==> config.mk <==
export PLATFORM = sky130hd
export DESIGN_NAME = spike_egress_unit
export DESIGN_NICKNAME = d
export VERILOG_FILES = /design/src/rtl/snn_egress_pkg.sv /design/src/rtl/spike_egress_unit.sv
export SDC_FILE = /design/constraint.sdc
export NUM_CORES = 1
export LEC_CHECK = 0
export CORE_UTILIZATION = 32
export CTS_CLUSTER_SIZE = 14
export DETAILED_ROUTE_END_ITERATION = 6
export GPL_TIMING_DRIVEN = 0
export PLACE_DENSITY = 0.66
export SLEW_MARGIN = 20
export SYNTH_ARGS = -nofsm -noshare
export SYNTH_HDL_FRONTEND = slang
export SYNTH_SLANG_ARGS = --single-unit
==> constraint.sdc <==
create_clock -name clk -period 2 [get_ports clk]
set_input_delay 0.5 -clock clk [delete_from_list [all_inputs] [get_ports clk]]
set_output_delay 0.5 -clock clk [all_outputs]
set_load 0.01 [all_outputs]
==> src/rtl/snn_egress_pkg.sv <==
// Shared types for the output spike egress path.
// States, word layout and the EOS marker flag.
package snn_egress_pkg;

  localparam int SPIKE_B     = 8;
  localparam int SPIKE_TS_W  = 8;
  localparam int SPIKE_CNT_W = 8;

  localparam logic EOS_FLAG = 1'b1;

  typedef enum logic [2:0] {
    IDLE,
    RD,
    LAT,
    SEND,
    EOS
  } egress_state_t;

  typedef struct packed {
    logic                  is_eos;
    logic [SPIKE_TS_W-1:0] ts;
    logic [SPIKE_B-1:0]    payload;
  } egress_word_t;

endpackage

==> src/rtl/spike_egress_unit.sv <==
// Pops output spikes, tags them with the timestep, closes steps with EOS.
// Optional EGRESS_PARITY_EN adds out_parity_o (XOR of out_data_o).
module spike_egress_unit
  import snn_egress_pkg::*;
#(
  parameter int B     = SPIKE_B,
  parameter int TS_W  = SPIKE_TS_W,
  parameter int CNT_W = SPIKE_CNT_W
) (
  input  logic              clk,
  input  logic              rst_i,
  input  logic              en_i,
  input  logic              fifo_empty_i,
  output logic              fifo_rd_o,
  input  logic [B-1:0]      fifo_rdata_i,
  input  logic              step_done_i,
  output logic              out_valid_o,
  input  logic              out_ready_i,
  output logic [TS_W+B:0]   out_data_o,
  output logic              busy_o,
  output logic [TS_W-1:0]   ts_o
`ifdef EGRESS_PARITY_EN
  ,output logic             out_parity_o
`endif
);

  localparam int W = 1 + TS_W + B;
  localparam logic [CNT_W-1:0] CNT_MAX = '1;

  egress_state_t    state_q, state_d;
  logic             eos_pend_q;
  logic [CNT_W-1:0] cnt_q;
  logic [TS_W-1:0]  ts_q;
  logic             vld_q;
  logic [W-1:0]     data_q;

  logic             hs;
  logic             load;
  logic             spike_acc;
  logic             eos_acc;
  logic [W-1:0]     word_d;

  always_comb begin
    state_d   = state_q;
    load      = 1'b0;
    word_d    = data_q;
    spike_acc = 1'b0;
    eos_acc   = 1'b0;
    hs        = vld_q & out_ready_i;
    unique case (state_q)
      IDLE: begin
        // pops win over EOS so the step drains first
        if (en_i && !fifo_empty_i) begin
          state_d = RD;
        end else if (eos_pend_q) begin
          state_d = EOS;
          load    = 1'b1;
          word_d  = {EOS_FLAG, ts_q, B'(cnt_q)};
        end
      end
      RD: state_d = LAT;
      LAT: begin
        state_d = SEND;
        load    = 1'b1;
        word_d  = {~EOS_FLAG, ts_q, fifo_rdata_i};
      end
      SEND: begin
        if (hs) begin
          state_d   = IDLE;
          spike_acc = 1'b1;
        end
      end
      EOS: begin
        if (hs) begin
          state_d = IDLE;
          eos_acc = 1'b1;
        end
      end
      default: state_d = IDLE;
    endcase
  end

  always_ff @(posedge clk or posedge rst_i) begin
    if (rst_i) begin
      state_q    <= IDLE;
      eos_pend_q <= 1'b0;
      cnt_q      <= '0;
      ts_q       <= '0;
      vld_q      <= 1'b0;
      data_q     <= '0;
    end else begin
      state_q <= state_d;
      if (load) begin
        data_q <= word_d;
        vld_q  <= 1'b1;
      end else if (hs) begin
        vld_q  <= 1'b0;
      end
      if (spike_acc && cnt_q != CNT_MAX)
        cnt_q <= cnt_q + CNT_W'(1);
      if (eos_acc) begin
        ts_q  <= ts_q + TS_W'(1);
        cnt_q <= '0;
      end
      if (step_done_i)
        eos_pend_q <= 1'b1;
      else if (eos_acc)
        eos_pend_q <= 1'b0;
    end
  end

`ifdef EGRESS_PARITY_EN
  logic par_q;

  always_ff @(posedge clk or posedge rst_i) begin
    if (rst_i)
      par_q <= 1'b0;
    else if (load)
      par_q <= ^word_d;
  end

  assign out_parity_o = par_q;
`endif

  assign fifo_rd_o   = (state_q == RD);
  assign out_valid_o = vld_q;
  assign out_data_o  = data_q;
  assign busy_o      = (state_q != IDLE);
  assign ts_o        = ts_q;

endmodule
==> metrics.md <==
| Metric | Value |
|---|---|
| Post-DP HPWL | `between 2 and 3 mm` |
| Number of global-route vias before repair | `1,343` |
| Die H | `~77 microns` |
| CP Cell Sequence | `buf_6, or3_1, dlygate4sd2_1` |
| Leakage | `1.12 nW` |
| Final Hold Fails | `0` |
| Top Metal Used | `met4` |
| CTS tree | `done` |
| CTS Hold Bufs | `0` |
| Met2 WL | `1.72 mm` |
| Met3 WL post-DR | `approximately 110 microns` |
| Tot GR Track Use | `0.136` |
| CP Data Required Time | `1.50 ns` |
| Rel. slew slack | `0.700` |
| Syn nets | `174` |
| Max VDD drop | `0.530 mV` |
| Finished Layout Cells | `282` |
| Crit path largest cell delay | `0.42 ns` |
| Ys flop type | `dfrtp_1` |
| Worst-skew pair later-pin latency | `0.28 ns` |
| Initial Utilization | `0.330` |
| Power per standard cell area | `between 1000 and 1500 nW/um^2` |
| CP arrival | `between 1 and 1.5 ns` |
| WL/cell | `about 13 microns` |
| Post-synth EDFFs | `0` |
| Seq/Total Area, Yosys | `0.523` |
| CP Max Fanout | `10` |
| Cts bufs inserted | `5` |
| Maximum root-to-sink buffer count | `2` |
| Final-stage net count | `approximately 230` |
| WL final | `3.71 mm` |
| Class of the worst hold path | `in -> async` |
| Core Rows | `27` |
| Mapped Area | `1820 sq um` |
| Crit end category | `output pin` |
| Dpl cells | `272` |
| Vias | `about 1,400` |
| Max cap viols | `0` |
| Final setup fails | `0` |
| Synth async-reset ratio | `1.00` |
| Most frequent cells in the layout | `dfrtp_1 (38), clkdlybuf4s50_1 (38), mux2_2 (23)` |
| Final period utilization | `0.967` |
| Crit path kind | `reg -> out` |
| Final hold slack | `0.490 ns` |
| Antenna viol nets, final | `0` |
| Clk sinks | `38` |
| First-pass GRT wire length | `around 6.4 mm` |
| Mapped Avg Cell Area | `~12 sq um` |
| Distinct cells, synth | `32` |
| Startpoint types | `flip-flop` |
| Outcome | `finished clean` |
| Number of antenna diodes | `0` |
| Vias per inst | `4.80` |
| Total Die Area | `5990 sq um` |
| Tmin final | `1.93 ns` |
| Worst path slowest cell | `dfrtp_1` |
| Worst path bufs/invs | `2` |
| H-tree depth | `2` |
| Initial antenna violation count | `0` |
| Final GP Congestion | `approximately 0.82` |
| Reg clk slew, reported paths | `0.08 ns` |
| Core Box Area | `5510 sq um` |
| Clk_skew | `0.00617 ns` |
| CTS root buffer | `clkbuf_8` |
| Post-route total power | `around 2.8 mW` |
| Yosys synthesis warning count | `0` |
| TritonRoute pass-1 iters | `6` |
| Metal-1 WL | `1.85 mm` |
| Slew Limit Fails | `0` |
| Residual DRC count | `0` |
| Synth Register Bits | `38` |
| Global route total overflow | `0` |
| Fmax | `a little over 500 MHz` |
| Die extent in x | `~77 microns` |
| Worst slew pin tran | `between 0.4 and 0.5 ns` |
| Layout cells sized above 1 | `0.243` |
| Largest delay contributor family on the critical path | `buffers and inverters` |
| Layout area overhead | `38.0%` |
| # port buffers | `41` |
| Gate Count Post-Synth | `between 150 and 200` |
| Unrepaired setup endpoints after global routing | `no` |
| Initial DRC count | `between 60 and 70` |
| Boundary Pins | `42` |
| Largest net degree at the start of global routing | `26` |
## layer usage
metal	up-vias	GRT usage
li1	656	-
met1	671	0.193
met3	4	0.0282
met4	0	0.0509
met5	-	0
met2	24	0.204
## synthesized netlist by cell type, types with 2 or more instances
cell     count  area share
dfrtp_1     38        0.52
mux2_2      23        0.14
buf_4        9       0.037
nand2_1      9       0.019
nor2_1       8       0.017
xnor2_1      7       0.034
a21oi_1      6       0.017
nand4_1      6       0.021
o21ai_0      6       0.017
nand3_1      5       0.014
buf_2        4       0.011
inv_1        4      0.0083
or3_1        4       0.014
and2_1       3       0.010
and3_1       3       0.010
a21o_1       2      0.0083
and4_1       2      0.0096
ha_1         2       0.014
nor3_1       2      0.0055
nor3b_1      2      0.0083
o31ai_1      2      0.0083
## kinds of logic after synthesis
kind of cell	count (synthesis)	share of synthesized area
compound gates	21	0.0716
xor+xnor	7	0.0337
fa+ha+maj	2	0.0138
buf+inv	18	0.0626
flops	38	0.523
mux	25	0.154
simple gates	47	0.141
## flip-flops by register name (all words and copies together), names as in the netlist
register     flops
ts_o             8
out_data_o      17
cnt_q            8
eos_pend_q       1
out_valid_o      1
state_q          3
## report_power, final
part / switching, mW / internal (mW)
clock network: 0.267 / 0.532
logic: 0.401 / 0.540
registers: 0.144 / 0.908
## area by class of cell
cell class	instances	area, sq um
plain buffers	14	111
clock buffers	6	82.6
clock inverters	2	60.1
fillers	525	3000
inverters	4	15.0
multi-input cells	102	753
flip-flops and latches	38	951
well taps	72	90.1
repair buffers	44	445
## path summary, 6_finish.rpt
kind	from	endpoint	slack, ns	cells after the start
max	state_q[2]	busy_o	0.07	3
min	rst_i	ts_o[7]	0.49	2
max reg2reg	cnt_q[0]	cnt_q[4]	0.20	6
min reg2reg	eos_pend_q	eos_pend_q	0.50	1
max in group asynchronous	rst_i	ts_o[3]	1.07	3
min in group clk	eos_pend_q	eos_pend_q	0.50	1
## what timing repair did
item / in CTS / in global routing
setup endpoints to repair: 11 / 12
buffers inserted: 0 / 2
gates resized for setup: 4 / 4
## stage by stage
stage | setup slack, ns | util | setup TNS, ns | area [sq um]
CTS | 0.0242 | 0.451 | 0 | 2480
detailed placement | -0.329 | 0.425 | -4.63 | 2340
global route | 0.00600 | 0.456 | 0 | 2510
finish | 0.0665 | 0.456 | 0 | 2510
global placement | -0.314 | 0.421 | -14.10 | 2320
floorplan | 0.335 | - | 0 | 1820
No activity file was read; power rests on OpenSTA's default activity.
